--- config.mk ---
export PLATFORM = sky130hd
export DESIGN_NAME = vga_scan_counter
export DESIGN_NICKNAME = d
export VERILOG_FILES = /design/src/rtl/vga_scan_counter.sv
export SDC_FILE = /design/constraint.sdc
export NUM_CORES = 1
export LEC_CHECK = 0
export CAP_MARGIN = 20
export CORE_MARGIN = 10
export CORE_UTILIZATION = 45
export CTS_BUF_LIST = sky130_fd_sc_hd__clkbuf_16
export CTS_CLUSTER_DIAMETER = 50
export DETAILED_ROUTE_END_ITERATION = 6
export PLACE_DENSITY = 0.63
export SKIP_CTS_REPAIR_TIMING = 1
export SYNTH_ARGS = -nofsm -noshare
export SYNTH_HDL_FRONTEND = slang
export SYNTH_SLANG_ARGS = --single-unit
--- constraint.sdc ---
create_clock -name clk -period 7.55 [get_ports clk]
set_input_delay 1.51 -clock clk [delete_from_list [all_inputs] [get_ports clk]]
set_output_delay 1.51 -clock clk [all_outputs]
set_load 0.02 [all_outputs]
--- src/rtl/vga_scan_counter.sv ---
// Horizontal/vertical VGA scan counter with programmable, frame-aligned totals and a start/stop run FSM.
// Optional VGA_SCAN_FRAME_CNT_EN adds a 16-bit wrapping frame counter output.
module vga_scan_counter #(
  parameter int WIDTH       = 11,
  parameter int H_TOTAL_DEF = 800,
  parameter int V_TOTAL_DEF = 525
) (
  input  logic             clk,
  input  logic             rst,
  input  logic             pix_en,
  input  logic             start,
  input  logic             stop,
  input  logic             cfg_valid,
  output logic             cfg_ready,
  input  logic             cfg_sel,
  input  logic [WIDTH-1:0] cfg_data,
  output logic [WIDTH-1:0] h_count,
  output logic [WIDTH-1:0] v_count,
  output logic             line_end,
  output logic             frame_end,
  output logic             running
`ifdef VGA_SCAN_FRAME_CNT_EN
  ,output logic [15:0]     frame_count
`endif
);

  typedef enum logic [1:0] {IDLE, RUN, DRAIN} state_t;

  state_t           state_q, state_d;
  logic             running_q, running_d;
  logic [WIDTH-1:0] h_count_q, h_count_d, v_count_q, v_count_d;
  logic [WIDTH-1:0] h_tot_q, h_tot_d, v_tot_q, v_tot_d;
  logic [WIDTH-1:0] h_shd_q, h_shd_d, v_shd_q, v_shd_d;
  logic             pending_q, pending_d;
  logic             line_end_q, line_end_d, frame_end_q, frame_end_d;
  logic             cnt_en, h_wrap, f_wrap, cfg_acc, apply;
  logic [WIDTH-1:0] cfg_clamped;

  // Counting is gated by the registered running flag so the first increment
  // lands one clk after running rises.
  always_comb begin
    cnt_en      = running_q && (state_q != IDLE);
    h_wrap      = cnt_en && pix_en && (h_count_q == h_tot_q - WIDTH'(1));
    f_wrap      = h_wrap && (v_count_q == v_tot_q - WIDTH'(1));
    cfg_acc     = cfg_valid && !pending_q;
    cfg_clamped = (cfg_data < WIDTH'(2)) ? WIDTH'(2) : cfg_data;
    apply       = pending_q && ((state_q == IDLE) || f_wrap);
  end

  always_comb begin
    state_d   = state_q;
    running_d = (state_q != IDLE);
    unique case (state_q)
      IDLE:    if (start && !stop) state_d = RUN;
      RUN:     if (stop) state_d = DRAIN;
      DRAIN: begin
        if (start)       state_d = RUN;
        else if (f_wrap) state_d = IDLE;
      end
      default: state_d = IDLE;
    endcase
  end

  always_comb begin
    h_count_d   = h_count_q;
    v_count_d   = v_count_q;
    line_end_d  = h_wrap;
    frame_end_d = f_wrap;
    if (cnt_en && pix_en) begin
      h_count_d = h_wrap ? '0 : h_count_q + WIDTH'(1);
      if (h_wrap) v_count_d = f_wrap ? '0 : v_count_q + WIDTH'(1);
    end
  end

  // Only one write may be pending; shadows move to active totals together.
  always_comb begin
    h_shd_d   = h_shd_q;
    v_shd_d   = v_shd_q;
    h_tot_d   = h_tot_q;
    v_tot_d   = v_tot_q;
    pending_d = pending_q;
    if (cfg_acc) begin
      pending_d = 1'b1;
      if (cfg_sel) v_shd_d = cfg_clamped;
      else         h_shd_d = cfg_clamped;
    end else if (apply) begin
      pending_d = 1'b0;
      h_tot_d   = h_shd_q;
      v_tot_d   = v_shd_q;
    end
  end

  always_ff @(posedge clk or posedge rst) begin
    if (rst) begin
      state_q     <= IDLE;
      running_q   <= 1'b0;
      h_count_q   <= '0;
      v_count_q   <= '0;
      line_end_q  <= 1'b0;
      frame_end_q <= 1'b0;
      h_tot_q     <= WIDTH'(H_TOTAL_DEF);
      v_tot_q     <= WIDTH'(V_TOTAL_DEF);
      h_shd_q     <= WIDTH'(H_TOTAL_DEF);
      v_shd_q     <= WIDTH'(V_TOTAL_DEF);
      pending_q   <= 1'b0;
    end else begin
      state_q     <= state_d;
      running_q   <= running_d;
      h_count_q   <= h_count_d;
      v_count_q   <= v_count_d;
      line_end_q  <= line_end_d;
      frame_end_q <= frame_end_d;
      h_tot_q     <= h_tot_d;
      v_tot_q     <= v_tot_d;
      h_shd_q     <= h_shd_d;
      v_shd_q     <= v_shd_d;
      pending_q   <= pending_d;
    end
  end

  assign cfg_ready = !pending_q;
  assign h_count   = h_count_q;
  assign v_count   = v_count_q;
  assign line_end  = line_end_q;
  assign frame_end = frame_end_q;
  assign running   = running_q;

`ifdef VGA_SCAN_FRAME_CNT_EN
  logic [15:0] frame_cnt_q, frame_cnt_d;

  always_comb begin
    frame_cnt_d = frame_cnt_q;
    if (f_wrap) frame_cnt_d = frame_cnt_q + 16'd1;
  end

  always_ff @(posedge clk or posedge rst) begin
    if (rst) frame_cnt_q <= 16'd0;
    else     frame_cnt_q <= frame_cnt_d;
  end

  assign frame_count = frame_cnt_q;
`endif

endmodule

# Yosys cells after proc, flatten, opt, wreduce, memory -nomap -nowiden
# Index checks and enable logic that the tools add are counted.
[totals] reg_bits=72 elab_cells=53 inputBits=18 out_inout_bits=26
[op_classes] n_addsub=4 bitwise_logic=2 eq_ne=7 reduce_logical=18 mux=10 magnitude_cmp=1
[ops] operator="two-way mux 11 bit" n=3
[ops] operator="adder 11 x 1 -> 11 bit, second input constant" n=2
[ops] operator="== test 11 bit" n=2
[ops] operator="subtractor 11 x 1 -> 11 bit, second input constant" n=2
[ops] operator="less-than comparator 11 x 2 -> 1 bit, second input constant" n=1
[ops] operator="two-way mux 2 bit" n=4
[ops] operator="AND reduction 2 bit" n=4
[ops] operator="logical AND 1 bit" n=7
[ops] operator="case mux 2 bit (3 select lines)" n=1
[ops] operator="nonzero test 2 bit" n=2
[ops] operator="inequality test 3 bit, second input constant" n=1
[ops] operator="AND reduction 3 bit" n=1
[ops] operator="== test 2 x 1 -> 1 bit, second input constant" n=1
[ops] operator="== test 2 bit, second input constant" n=1
[ops] operator="zero test 1 bit" n=2
[ops] operator="zero test 2 bit" n=1
[ops] operator="two-way mux 1 bit" n=2
[ops] operator="inequality test 2 x 1 -> 1 bit, second input constant" n=1
[ops] operator="inequality test 2 bit, second input constant" n=1
[ops] operator="inverter 1 bit" n=2
[ops] operator="logical OR 1 bit" n=1

# Depth between registers and ports, before layout
# Gate-level depths: netlist (run 1).
[logic_depth] depth_word=9 mapped_depth=13 depth_no_buf=9

# Least setup slack after synthesis (run 1)
# Ideal clock, no wire load.
[synth_path] path_kind="input port to flip-flop" startpoint="in pix_en" endpoint="reg v_count_q[5], in the netlist v_count[5]" arrival_time_ns=2.991 path_buffers=2 setup_time_ns=0.125 slack_ns=4.435 cell_stages=9 required_time_ns=7.425 path_cell_list="nand2_1 nor2_1 o2111ai_1 nor4_1 and4_1 buf_4 buf_4 o21ai_0 mux2_2"
[synth_between] elab_chain_len=4 word_cells_on_any_way=5 classes_between="mux: 1; reduce/logical: 4"
[synth_lines] element="start, declared" line_no="10" source="input logic pix_en,"
[synth_lines] element="logical AND 1 bit (*)" line_no="43, 69"
[synth_lines] element="logical AND 1 bit" line_no="43" source="h_wrap = cnt_en && pix_en && (h_count_q == h_tot_q - WIDTH'(1));"
[synth_lines] element="logical AND 1 bit" line_no="44" source="f_wrap = h_wrap && (v_count_q == v_tot_q - WIDTH'(1));"
[synth_lines] element="two-way mux 11 bit" line_no="71" source="if (h_wrap) v_count_d = f_wrap ? '0 : v_count_q + WIDTH'(1);"
[synth_lines] element="end signal, assigned" line_no="110" source="v_count_q <= v_count_d;"
[synth_lines] element="end, declared" line_no="31" source="logic [WIDTH-1:0] h_count_q, h_count_d, v_count_q, v_count_d;"
# Mark *: on every way between the ends. The rest lies on a longest branch, timed or not.
# A chain may end at the register's enable or synchronous reset.

# Worst setup path after layout (run 1)
[layout_path] startpoint="in pix_en" endpoint="reg pending_q"
[layout_between] elab_chain_len=6
[layout_lines] element="logical AND 1 bit (2 in a row)" line_no="43"
[layout_lines] element="logical AND 1 bit" line_no="44"
[layout_lines] element="logical OR 1 bit" line_no="47" source="apply = pending_q && ((state_q == IDLE) || f_wrap);"
[layout_lines] element="logical AND 1 bit" line_no="47"
[layout_lines] element="nonzero test 2 bit (no line)"
[layout_lines] element="end signal, assigned" line_no="117" source="pending_q <= pending_d;"
[layout_lines] element="end, declared" line_no="34" source="logic pending_q, pending_d;"
# Every way passes these cells.

==> impl_metrics.tcl, run 1 <==
set metrics [dict create \
    run_status "finished, final reports clean" \
    syn_inst 456 \
    start_util 0.465 \
    overflow 0 \
    grt_setup_unrepaired "false" \
    worst-setup-path-type "in -> reg" \
    hp-class "reg -> reg" \
    path_cells "clkdlybuf4s50_1, nand2_1, nor2_1, o2111ai_1, nor4_1, and4_1, a21oi_4, a21o_1" \
    fmax_mhz 241 \
    synth_xor_area_frac 0.0605 \
    vias_per_cell 5.67 \
    synth_top_family_by_area "simple AND/OR/NAND/NOR gates" \
    nets 497 \
    synth-edff-count 0 \
    ys_ff_latch 72 \
    cpPeakStageDelay_ns 0.84 \
    cts_made_buffers 9 \
    vias 3456 \
    setup_tns_ns 0 \
    cp_num_buf_inv 1 \
    syn-cell-area_um2 4340 \
    clk_pin_slew_worst_paths_ns 0.06 \
    grt_pass1_wl_um 17300 \
    syn_nets 478 \
    synth_compound_area_frac 0.194 \
    synth.area.top_cells "dfrtp_1 (33%), dfstp_2 (8.5%), o211ai_2 (5.8%)" \
    core_um2 9330 \
    power_frac_clock 0.270 \
    fp.dieW_um 118 \
    post_drt_wl_per_cell_um 16.6 \
    worst-slew-pin-transition_ns 0.970 \
    critPathMaxFanout 28 \
    drt_iter0_drc 217 \
    drv_cap 0 \
    dp_hpwl_um 7000 \
    gp_congestion 0.832 \
    placed_area_um2 4760 \
    clock-sinks 72 \
    seq_area_frac_synth 0.419 \
    p_leak_nw 2.07 \
    n_antenna_cell 0 \
    power_switching_mw 0.705 \
    synthDominantCellAreaShare 0.334 \
    ant_nets 0 \
    hold_ws_ns 0.486 \
    dieArea_um2 14000 \
    slew_viol_final 0 \
    pin_count 44 \
    cp_data_required_time_ns 7.77 \
    relSlewSlack 0.352 \
    pwr_density_cell_nw_per_um2 374 \
    cts_tree "yes" \
    yosys_warnings 0 \
    rows 35 \
    slowest_stage "and4_1" \
    synthFlopType "dfrtp_1" \
    portBuffers 43 \
    htree_num_levels 3 \
    root_buffer "clkbuf_16" \
    drt_pass1_iterations 5 \
    wirelength_um 10100 \
    grt_pass1_vias 3337 \
    synth_fa_ha_area_frac 0.0115 \
    p_comb_frac 0.339 \
    setup_violations 0 \
    async_flop_share 1.00 \
    worst_setup_path_start_kind "input pin" \
    crit_path_end_kind "flip-flop" \
    ys_top_cells_by_count "nand2_1 (65), dfrtp_1 (58), nor2_1 (31), o211ai_1 (27)" \
    syn2layout_area_growth_pct 18.0 \
    p_sw_frac 0.368 \
    synthMuxAreaShare 0.0617 \
    period_share 0.550 \
    path_delay_family "simple AND/OR/NAND/NOR gates" \
    power_mw 1.91 \
    ir_worst_vdd_v 0.000207 \
    design_area_um2 5120 \
    synth.avg_cell_area_um2 9.52 \
    grt_antenna_before_repair 0 \
    drive_gt1_frac 0.179 \
    fin_crit_ns 4.15 \
    arrival_ns 4.38 \
    clock_latency_ns 0.33 \
    fp.dieH_um 118 \
    yosysTopAreaCell "dfrtp_1" \
    p_seq_frac 0.391 \
    finalHoldViolations 0 \
    fin_skew_ns 0.00436 \
    route.detailed.drc 0 \
    internal_power_mw 1.21 \
    synthDistinctLibCells 58 \
    fin_cells 609 \
    clk_path_buf_depth 2 \
    yosysMostFrequentCell "nand2_1" \
    synthSimpleGateAreaFrac 0.195 \
    post-place-cells 593 \
    grt_util_all_layers 0.146 \
    grt_max_degree 73 \
]
==> layout by cell type (no fill, tap or decap), types with 2 or more instances in the layout <==
master and n:
o21ai_0 16, o2111ai_1 2, and3_1 8, o211ai_1 27, nor4_1 6, o21ba_2 2
mux2i_1 2, xnor2_1 16, a41oi_1 2, mux2_2 22, inv_1 17, clkbuf_16 9
a221oi_1 2, o211ai_2 20, xor2_1 14, nor3_1 9, a21oi_1 8, nand4_1 9
or3_1 2, clkinv_2 2, bufinv_16 4, nor2_1 31, and4_1 2, dfstp_2 14
nor2b_1 6, dfrtp_1 58, ha_1 4, buf_4 2, a31oi_1 8, o31ai_1 2
clkdlybuf4s50_1 43, nand2_1 65, o21ai_1 2, nor3b_1 2, nand3_1 18
==> registers in the layout (all words and copies together) (netlist names) <==
| register | flops |
|---|---|
| h_count | 11 |
| h_shd_q | 11 |
| h_tot_q | 11 |
| v_count | 11 |
| v_shd_q | 11 |
| v_tot_q | 11 |
| state_q | 2 |
| frame_end | 1 |
| line_end | 1 |
| pending_q | 1 |
| running | 1 |
==> tightest hold or removal path, stage by stage, from the launching register on <==
cell	delay (ns)
dfstp_2	0.37
nand2_1	0.04
o21ai_0	0.07
==> worst paths after layout <==
| path | startpoint | end | slack, ns | cells after the start |
|---|---|---|---|---|
| setup / recovery | pix_en | pending_q | 3.40 | 8 |
| hold / removal | v_shd_q[0] | v_shd_q[0] | 0.49 | 2 |
| setup reg to reg | h_tot_q[0] | pending_q | 3.95 | 9 |
| hold reg to reg | v_shd_q[0] | v_shd_q[0] | 0.49 | 2 |
| max in group asynchronous | rst | v_shd_q[5] | 5.19 | 3 |
| min in group asynchronous | rst | h_count[3] | 1.78 | 3 |
==> cell type report <==
| type | instances | area, um^2 |
|---|---|---|
| well taps | 129 | 161 |
| repair buffers | 45 | 445 |
| inverters | 18 | 67.6 |
| multi-input cells | 329 | 2270 |
| clock inverters | 7 | 134 |
| fillers | 840 | 4210 |
| clock buffers | 9 | 225 |
| flip-flops and latches | 72 | 1820 |
==> through the flow <==
stage / util / worst slack [ns]
final: 0.549 / 3.40
after global routing: 0.549 / 3.11
after CTS: 0.549 / 3.38
after detailed placement: 0.511 / 3.04
after global placement: 0.511 / 3.13
after floorplan: - / 4.24
==> power by group through the flow <==
| stage | combinational [mW] | clock [mW] | sequential, mW |
|---|---|---|---|
| 3_3_place_gp | 0.627 | 0 | 0.742 |
| 3_5_place_dp | 0.647 | 0 | 0.752 |
| 2_1_floorplan | 0.602 | 0 | 0.653 |
| 5_1_grt | 0.730 | 0.540 | 0.774 |
| 6_report | 0.649 | 0.517 | 0.749 |
| 4_1_cts | 0.653 | 0.524 | 0.746 |
==> logic make-up (layout without fill, tap and decap cells) <==
logic type	count (synthesis)	count (layout)
xor gates and xnor gates	30	30
AOI/OAI and AO/OA	102	102
adders and majority gates	4	4
and+or+nand+nor	169	169
buffers and inverters	55	79
DFF	72	72
muxes	24	24
==> metal layers <==
| layer | track usage | up-vias | routed length, um |
|---|---|---|---|
| met5 | 0 | - | 0 |
| met4 | 0.0533 | 0 | 148 |
| met3 | 0.0300 | 15 | 537 |
| met2 | 0.217 | 92 | 4360 |
| met1 | 0.205 | 1673 | 5090 |
| li1 | - | 1676 | - |
Power figures use the tool's default switching activity.
==> inputs of run 2 (changes only) <==
Settings changed: PLACE_DENSITY 0.63 to 0.65.
Clock period 7.55 ns to 3.6 ns, I/O delays scaled along.
==> impl_metrics.tcl, run 2 (same netlist as run 1, synthesis figures left out) <==
set metrics [dict create \
    run_status "finished, final reports clean" \
    worst-slew-pin-transition_ns 0.910 \
    portBuffers 43 \
    worst_setup_path_start_kind "flip-flop" \
    setup_tns_ns 0 \
    worst-setup-path-type "reg -> reg" \
    clock-sinks 72 \
    grt_max_degree 39 \
    drt_iter0_drc 304 \
    n_antenna_cell 0 \
    overflow 0 \
    crit_path_end_kind "flip-flop" \
    htree_num_levels 3 \
    fillers 837 \
    layout_common_cells "nand2_1 (65), dfrtp_1 (58), clkdlybuf4s50_1 (43), nor2_1 (31), o211ai_1 (27)" \
    fin_crit_ns 3.13 \
    cts_tree "yes" \
    slowest_stage "dfrtp_1" \
    p_leak_nw 2.08 \
    clock_latency_ns 0.34 \
    cpPeakStageDelay_ns 0.48 \
    rows 35 \
    grt_pass1_vias 3565 \
    placed_area_um2 4810 \
    ant_nets 0 \
    drive_gt1_frac 0.188 \
    drt_pass1_iterations 4 \
    fin_skew_ns 0.00860 \
    met1_usage 0.207 \
    cp_data_required_time_ns 3.82 \
    top_usage_layer "met2" \
    fp.dieH_um 118 \
    grt_util_all_layers 0.153 \
    vias 3529 \
    clk_path_buf_depth 2 \
    period_share 0.869 \
    fmax_mhz 320 \
    root_buffer "clkbuf_16" \
    ir_worst_vdd_v 0.000358 \
    grt_antenna_before_repair 0 \
    route.detailed.drc 0 \
    grt_setup_unrepaired "false" \
    syn2layout_area_growth_pct 18.8 \
    nets 502 \
    cts_made_buffers 9 \
    path_cells "inv_1, ha_1, o21ba_2, a221oi_1, a41oi_1, nor4_1, and4_1, buf_4, o21ai_0, mux2_2" \
    hp-class "reg -> reg" \
    arrival_ns 3.35 \
    pwr_density_cell_nw_per_um2 779 \
    vias_per_cell 5.75 \
    slew_viol_final 0 \
    final_common_cell "nand2_1" \
    pin_count 44 \
    drv_cap 0 \
    core_um2 9330 \
    critPathMaxFanout 12 \
    relSlewSlack 0.392 \
    dieArea_um2 14000 \
    dp_hpwl_um 7460 \
    grt_pass1_wl_um 17900 \
    wirelength_um 10500 \
    fp.dieW_um 118 \
    design_area_um2 5160 \
    grt_use_met3 0.0333 \
    clk_pin_slew_worst_paths_ns 0.06 \
    met2_usage 0.232 \
    setup_violations 0 \
    gp_congestion 0.852 \
    start_util 0.465 \
    post_drt_wl_per_cell_um 17.1 \
    finalHoldViolations 0 \
]
## run 2: through the flow
stage / hold WS (ns) / std cells / total power [mW] / setup WS [ns] / utilization
6_report: 0.487 / 614 / 4.02 / 0.470 / 0.553
5_1_grt: 0.524 / 614 / 4.29 / 0.298 / 0.553
4_1_cts: 0.488 / 614 / 4.02 / 0.520 / 0.553
3_5_place_dp: 0.479 / 598 / 2.98 / 0.440 / 0.516
3_3_place_gp: 0.466 / 598 / 2.89 / 0.532 / 0.516
2_1_floorplan: 0.450 / 456 / 2.63 / 0.918 / -
## run 2: critical path, delay by kind of cell (launching register included)
kind | cells | cell delay [ns]
flip-flops | 1 | 0.48
multiplexers | 1 | 0.26
AO/OA/AOI/OAI | 4 | 0.79
AND/OR/NAND/NOR | 2 | 0.80
adder cells (fa/ha/maj) | 1 | 0.36
buffers and inverters | 2 | 0.30
## run 2: where the power goes
group / leakage (nW) / switching (mW) / internal, mW
clock: 0.164 / 0.358 / 0.678
sequential: 0.860 / 0.383 / 1.16
combinational: 1.06 / 0.783 / 0.652
total: 2.08 / 1.52 / 2.49
## run 2: path summary, 6_finish.rpt
| check | startpoint | endpoint | slack, ns | cells past startpoint |
|---|---|---|---|---|
| max | h_tot_q[0] | v_count[5] | 0.47 | 10 |
| min | v_shd_q[0] | v_shd_q[0] | 0.49 | 2 |
| max reg2reg | h_tot_q[0] | v_count[5] | 0.47 | 10 |
| min reg2reg | v_shd_q[0] | v_shd_q[0] | 0.49 | 2 |
| max in group asynchronous | rst | v_tot_q[3] | 2.01 | 3 |
| min in group asynchronous | rst | h_count[10] | 0.87 | 2 |
## run 2: area by class of cell
| cell class | instances | area, um^2 | area share |
|---|---|---|---|
| inverter | 18 | 67.6 | 0.0131 |
| clock inverter | 7 | 119 | 0.0231 |
| multi-input combinational | 329 | 2270 | 0.440 |
| timing repair buffer | 50 | 495 | 0.0961 |
| clock buffer | 9 | 225 | 0.0437 |
| sequential | 72 | 1820 | 0.353 |
| tap | 129 | 161 | 0.0313 |
## run 2: layer usage
| layer | up-vias | routed length [um] |
|---|---|---|
| li1 | 1686 | - |
| met1 | 1731 | 5030 |
| met2 | 99 | 4780 |
| met3 | 13 | 508 |
| met4 | 0 | 174 |
| met5 | - | 0 |
